--- config.mk ---
export PLATFORM = sky130hd
export DESIGN_NAME = axis_frame_packer
export DESIGN_NICKNAME = d
export VERILOG_FILES = /design/src/rtl/axis_frame_packer.sv
export SDC_FILE = /design/constraint.sdc
export NUM_CORES = 1
export LEC_CHECK = 0
export ABC_AREA = 1
export CAP_MARGIN = 5
export CORE_UTILIZATION = 41
export DETAILED_ROUTE_END_ITERATION = 10
export PLACE_DENSITY_LB_ADDON = 0.12
export RECOVER_POWER = 100
export SETUP_SLACK_MARGIN = 0.2
export SLEW_MARGIN = 20
export SYNTH_ARGS = -nofsm -noshare
export SYNTH_HDL_FRONTEND = slang
export SYNTH_SLANG_ARGS = --single-unit
--- constraint.sdc ---
create_clock -name clk -period 2.63 [get_ports clk]
set_input_delay 0.263 -clock clk [delete_from_list [all_inputs] [get_ports clk]]
set_output_delay 0.263 -clock clk [all_outputs]
set_load 0.01 [all_outputs]
--- src/rtl/axis_frame_packer.sv ---
// rtl/axis_frame_packer.sv - packs RATIO narrow R-channel beats into one AXI-Stream pixel group
// Optional burst-end check enabled by defining AXIS_FRAME_PACKER_RLAST_CHECK_EN.
module axis_frame_packer #(
    parameter int IN_DATA_W     = 64,
    parameter int OUT_DATA_W    = 256,
    parameter int AXIS_TID_W    = 2,
    parameter int AXIS_TDEST_W  = 1,
    parameter int TDEST_VAL     = 1,
    parameter int FRAME_GRP_NUM = 4800
) (
    input  logic                      clk,
    input  logic                      rst_n,
    input  logic [IN_DATA_W-1:0]      s_rdata_i,
    input  logic                      s_rlast_i,
    input  logic                      s_rvalid_i,
    output logic                      s_rready_o,
    output logic [AXIS_TID_W-1:0]     m_tid_o,
    output logic [AXIS_TDEST_W-1:0]   m_tdest_o,
    output logic [OUT_DATA_W-1:0]     m_tdata_o,
    output logic [OUT_DATA_W/8-1:0]   m_tkeep_o,
    output logic [OUT_DATA_W/8-1:0]   m_tstrb_o,
    output logic                      m_tlast_o,
    output logic                      m_tvalid_o,
    input  logic                      m_tready_i,
    output logic                      frame_done_o,
    output logic                      err_o
);

    localparam int RATIO = OUT_DATA_W / IN_DATA_W;
    localparam int BCW   = $clog2(RATIO);
    localparam int GCW   = $clog2(FRAME_GRP_NUM + 1);

    logic [BCW-1:0]          beat_cnt_q, beat_cnt_d;
    logic [GCW-1:0]          grp_cnt_q, grp_cnt_d;
    logic [AXIS_TID_W-1:0]   frame_tid_q, frame_tid_d;
    logic [OUT_DATA_W-1:0]   pack_q, pack_d;
    logic [OUT_DATA_W-1:0]   m_tdata_q, m_tdata_d;
    logic [AXIS_TID_W-1:0]   m_tid_q, m_tid_d;
    logic                    m_tlast_q, m_tlast_d;
    logic                    m_tvalid_q, m_tvalid_d;
    logic                    frame_done_q, frame_done_d;

    logic beat_acc;
    logic beat_last;
    logic grp_done;
    logic grp_last;
    logic out_hs;

    assign beat_last  = (beat_cnt_q == BCW'(RATIO - 1));
    assign s_rready_o = ~beat_last | ~m_tvalid_q | m_tready_i;
    assign beat_acc   = s_rvalid_i & s_rready_o;
    assign grp_done   = beat_acc & beat_last;
    assign grp_last   = (grp_cnt_q == GCW'(FRAME_GRP_NUM - 1));
    assign out_hs     = m_tvalid_q & m_tready_i;

    // grp_cnt_q/frame_tid_q index the next group to be loaded; since the output
    // register holds a single group, this stays in step with delivered groups.
    always_comb begin
        beat_cnt_d   = beat_cnt_q;
        grp_cnt_d    = grp_cnt_q;
        frame_tid_d  = frame_tid_q;
        pack_d       = pack_q;
        m_tdata_d    = m_tdata_q;
        m_tid_d      = m_tid_q;
        m_tlast_d    = m_tlast_q;
        m_tvalid_d   = m_tvalid_q;
        frame_done_d = out_hs & m_tlast_q;

        if (beat_acc) begin
            pack_d[beat_cnt_q*IN_DATA_W +: IN_DATA_W] = s_rdata_i;
            beat_cnt_d = beat_last ? '0 : beat_cnt_q + 1'b1;
        end

        if (grp_done) begin
            m_tdata_d  = pack_d;
            m_tid_d    = frame_tid_q;
            m_tlast_d  = grp_last;
            m_tvalid_d = 1'b1;
            if (grp_last) begin
                grp_cnt_d   = '0;
                frame_tid_d = frame_tid_q + 1'b1;
            end else begin
                grp_cnt_d = grp_cnt_q + 1'b1;
            end
        end else if (out_hs) begin
            m_tvalid_d = 1'b0;
        end
    end

    always_ff @(posedge clk) begin
        if (!rst_n) begin
            beat_cnt_q   <= '0;
            grp_cnt_q    <= '0;
            frame_tid_q  <= '0;
            pack_q       <= '0;
            m_tdata_q    <= '0;
            m_tid_q      <= '0;
            m_tlast_q    <= 1'b0;
            m_tvalid_q   <= 1'b0;
            frame_done_q <= 1'b0;
        end else begin
            beat_cnt_q   <= beat_cnt_d;
            grp_cnt_q    <= grp_cnt_d;
            frame_tid_q  <= frame_tid_d;
            pack_q       <= pack_d;
            m_tdata_q    <= m_tdata_d;
            m_tid_q      <= m_tid_d;
            m_tlast_q    <= m_tlast_d;
            m_tvalid_q   <= m_tvalid_d;
            frame_done_q <= frame_done_d;
        end
    end

`ifdef AXIS_FRAME_PACKER_RLAST_CHECK_EN
    logic err_q, err_d;

    // A burst ending anywhere but on the final beat of a group is a DMA fault.
    always_comb begin
        err_d = err_q | (beat_acc & s_rlast_i & ~beat_last);
    end

    always_ff @(posedge clk) begin
        if (!rst_n) begin
            err_q <= 1'b0;
        end else begin
            err_q <= err_d;
        end
    end

    assign err_o = err_q;
`else
    logic unused_rlast;
    assign unused_rlast = s_rlast_i;
    assign err_o        = 1'b0;
`endif

    assign m_tid_o      = m_tid_q;
    assign m_tdest_o    = AXIS_TDEST_W'(TDEST_VAL);
    assign m_tdata_o    = m_tdata_q;
    assign m_tkeep_o    = '1;
    assign m_tstrb_o    = '1;
    assign m_tlast_o    = m_tlast_q;
    assign m_tvalid_o   = m_tvalid_q;
    assign frame_done_o = frame_done_q;

endmodule
Yosys cells after proc, flatten, opt, wreduce, memory -nomap -nowiden
Cells that the tools add are included.

operators by class
  add/sub/neg operators = 4
  multipliers = 0
  divide/modulo/power cells = 0
  $lt $le $gt $ge = 0
  equal/unequal tests = 2
  shift-type cells = 2
  mux-type cells = 6
  bitwise gates (word level) = 8
  reduce and logical (&&, ||, !) cells = 2

operator list
  kind                         count
  $bwmux W256                  1
  $mux W256                    1
  $shift A64 B34 Y256 const A  1
  $shiftx A64 B34 Y256         1
  $neg A8 Y34                  1
  $add A13 B1 Y13 const B      1
  $eq A13 B13 Y1 const B       1
  $mux W13                     1
  $add A2 B1 Y2 const B        2
  $and A1 B1 Y1                4
  $eq A2 B2 Y1 const B         1
  $mux W1                      2
  $mux W2                      1
  $not A1 Y1                   2
  $or A1 B1 Y1                 2
  $reduce_and A2 Y1            1
  $reduce_bool A2 Y1           1

storage, ports and cells
  register bits after elaboration = 534
  latch bits = 0
  RAM bits = 0
  bits in read-only memories = 0
  input bits = 69
  output and inout bits = 328
  word-level logic and storage cells = 33
  memories = 0

Depth between registers and ports, before layout
  word-level depth = 7
  mapped depth = 12
  mapped depth without buffers = 11

Least setup slack after synthesis
No wires, ideal clock.

  kind = register to register
  start = register beat_cnt_q[0]
  end = register m_tdata_q[100] (netlist: m_tdata_o[100])
  setup time = 109 ps
  arrival = 1775 ps
  data required time = 2521 ps
  path slack = 746 ps
  cell stages (with the launch flop) = 11
  buffers on the path = 2
  period minus slack after synthesis = 1884 ps
  cell sequence = dfxtp_1 > inv_2 > ha_1 > nand2_1 > buf_2 > buf_2 > nor2_1 > o21ai_0 > nand2_1 > nand2_1 > inv_1

between the ends
  cells in the longest elaborated chain, start to end = 6
  elaborated cells on any way between the ends = 11
  classes of those cells = add/sub: 1; eq/ne: 1; shift: 2; mux: 2; bitwise: 5

RTL lines
  what                                                 line  text
  start: declaration                                   33    logic [BCW-1:0] beat_cnt_q, beat_cnt_d;
  start signal: assignment                             102   beat_cnt_q <= beat_cnt_d;
  branches (longest 6 deep; another with $neg A8 Y34)  -
  end signal: assignment                               106   m_tdata_q <= m_tdata_d;
  end: declaration                                     37    logic [OUT_DATA_W-1:0] m_tdata_q, m_tdata_d;

Several ways; the timed one is not identified.
A chain may end at the register's enable or synchronous reset.

Worst setup path in the final report
  start = register beat_cnt_q[1]
  end = register m_tdata_q[75] (netlist: m_tdata_o[75])

Same word-level chain as after synthesis.

==> flow_summary.toml <==
[global_route]
antenna_found_initial = 3
grt_pass1_vias = 18200
grt.total_usage_pct = 23.7
gr-total-overflow = 0
grt_pass1_wl_mm = 104
grt_max_degree = 111

[pwr]
power.switching_mw = 4.76
p_comb_share_pct = 10.2
ir_drop_v = 0.000486
clkPwrFrac_pct = 45.8
netSwitchingFraction_pct = 24.8
internal-power_mw = 14.4
pwr-share-seq_pct = 44.0
leakage_nw = 13.6
powerDensity_mw_per_mm2 = 681

[clocking]
ctsHtreeMaxLevel = 2
cts_buffers = 58
cts_root_buf = "clkbuf_16"
cts_setup_buffers = 0
clk_pin_slew_ns = 0.06
cts_resized = 1
clkLatencyLatePin_ns = 0.62
tritoncts = "done"
cts_hold_buf = 0
clk_path_buf_depth = 3
clock-sinks = 534

[timing]
fmax_ghz = 0.432
whs_ns = 0.112
fin_tns_setup_ns = 0
rsz0062_at_grt = "false"
finClkSkew_ns = 0.0159
layout_setup_ws_ns = 0.314
maxSlewViolCount = 0
worst_pin_slew_ns = 1.12
period_needed_ns = 2.32
fin_crit_sh_pct = 88.0
max-slew-margin-rel_pct = 25.1
hold_violations = 0
setup_violations = 0

[die]
die-area_mm2 = 0.0556
die_height_um = 236
fp.dieW_um = 236
core_mm2 = 0.0539
initial_core_util_pct = 41.5
io_pins = 397
rows = 85

[cells_and_area]
final_core_util_pct = 52.3
layout.nets = 3435
drive_gt1_share_pct = 4.90
area_delta_synth_final_pct = 25.8
stdcell_count = 4103

[setup_path]
worstPathRequired_ns = 3.19
crit_fanout = 14
worstPathArrival_ns = 2.88
max_stage_delay_ns = 0.63
cp_slowest_cell = "clkbuf_1"
path_cells = "ha_1 -> nand3_2 -> nand3_1 -> clkbuf_1 -> nand2_1 -> nand3_1 -> nand2_1 -> inv_1"
end_kind = "register"
crit_type = "register to register"
r2r-start = "beat_cnt_q[1]$_SDFFE_PN0N_"
crit_path_start = "beat_cnt_q[1]$_SDFFE_PN0N_"
startpoint_type = "register"
path_delay_family = "simple AND/OR/NAND/NOR gates"
crit_buf_inv = 2

[route]
antenna_left = 0
vias = 20100
viasPerCell = 4.90
firstDrtPassIters = 6
drc = 0
wl_per_cell_um = 16.4
drtIter0Drc = 1363
wirelength_mm = 67.5

[yosys]
synth_cell_types = 26
syn_inst = 3125
ys_ff_latch = 534
yosysSeqAreaShare_pct = 47.7
synth_area_per_cell_um2 = 7.17
ys_warn_count = 0
syn_area_mm2 = 0.0224

[run_status]
status = "finished, final reports clean"

[placed_design]
place_congestion = 0.841
io_buffer_count = 329
preCtsSetupSlack_ns = 0.337
placedCellCount = 3995
dp_hpwl_mm = 44.9

[worst_hold_path]
hold_start = "rst_n"
hp-class = "input port to register"

[job]
max_cap_violations = 0
[metal layers]
layer  vias up  track usage [%]  wire length, µm
met5         -                0                0
met4         0             6.08             1350
met3        88             6.18             5300
met2       617             35.9            29300
met1      9324             33.2            31500
li1      10100                -                -
[cells by family after synthesis]
kind of cell | synth area share (%)
other | 0.0335
AND/OR/NAND/NOR | 22.9
flip-flops | 47.7
XOR/XNOR | 0.117
buffers and inverters | 13.8
AO/OA/AOI/OAI | 15.1
adder cells (fa/ha/maj) | 0.391
[flip-flops by register name, indices dropped and copies added, names as in the netlist]
signal and cells:
m_tdata_o 256, pack_q 256, grp_cnt_q 13, beat_cnt_q 2
frame_tid_q 2, m_tid_o 2, frame_done_o 1, m_tlast_o 1
m_tvalid_o 1
[layout by cell type, fill, tap and decap left out, drive strengths merged]
cell,n
clkinvlp,1
nand2,666
xor2,3
bufinv,8
clkdlybuf4s50,66
or2,1
clkbuf,96
dlygate4sd3,261
buf,46
clkinv,16
nor2,325
nor3b,1
nor3,8
o21ai,226
o21a,155
a21oi,216
inv,438
nand3,262
ha,7
dfxtp,534
conb,66
diode,2
nand4,2
dlygate4sd2,1
[worst reg2reg max path: stages (launching register included)]
cell	delay, ns
dfxtp_1	0.39
ha_1	0.27
nand3_2	0.23
nand3_1	0.28
clkbuf_1	0.63
nand2_1	0.21
nand3_1	0.16
nand2_1	0.06
inv_1	0.04
[power groups by stage]
stage | clock [mW] | sequential, mW | combinational (mW)
after CTS | 8.98 | 8.46 | 2.01
final | 8.79 | 8.45 | 1.96
after global placement | 0 | 8.63 | 1.97
after floorplan | 0 | 8.66 | 1.22
after detailed placement | 0 | 8.64 | 2.00
after global routing | 9.32 | 8.48 | 2.18
[area by class of cell]
class | instances | area, µm²
inverter | 441 | 1670
timing repair buffer | 386 | 3970
multi-input combinational | 1938 | 8880
clock inverter | 22 | 313
sequential | 534 | 10700
tap | 696 | 871
antenna | 2 | 5.00
fill | 5225 | 25700
clock buffer | 84 | 1780
[cell usage after synthesis]
library cell,count,area [µm²]
buf_1,7,26.3
nor2_4,1,11.3
nand2_1,665,2500
nand3_2,2,20.0
o21a_1,155,1160
clkbuf_1,96,360
clkbuf_2,1,5.00
nand2_2,1,6.26
o21ai_1,15,75.1
xor2_1,3,26.3
or2_2,1,6.26
nand4_1,2,12.5
nor2_1,324,1220
ha_1,7,87.6
nand3_1,260,1300
nor3_1,8,40.0
buf_2,100,500
buf_4,72,541
dfxtp_1,534,10700
inv_1,433,1630
inv_2,7,26.3
clkinv_1,1,3.75
conb_1,2,7.51
a21oi_1,216,1080
o21ai_0,211,1060
nor3b_1,1,7.51
[through the flow]
stage                     power [mW]  area [µm²]
after floorplan                 9.87       22600
after global placement          10.6       26100
after detailed placement        10.6       26100
after CTS                       19.5       28200
after global routing            20.0       28200
final                           19.2       28200
[worst paths after layout]
path | to | slack, ns | cells after the start
worst max-delay path | m_tdata_o[75]$_SDFFE_PN0P_ | 0.31 | 8
worst min-delay path | m_tdata_o[76]$_SDFFE_PN0P_ | 0.11 | 4
worst max register to register | m_tdata_o[75]$_SDFFE_PN0P_ | 0.31 | 8
worst min register to register | m_tid_o[1]$_SDFFE_PN0P_ | 0.47 | 2
(Power assumes the default switching activity.)
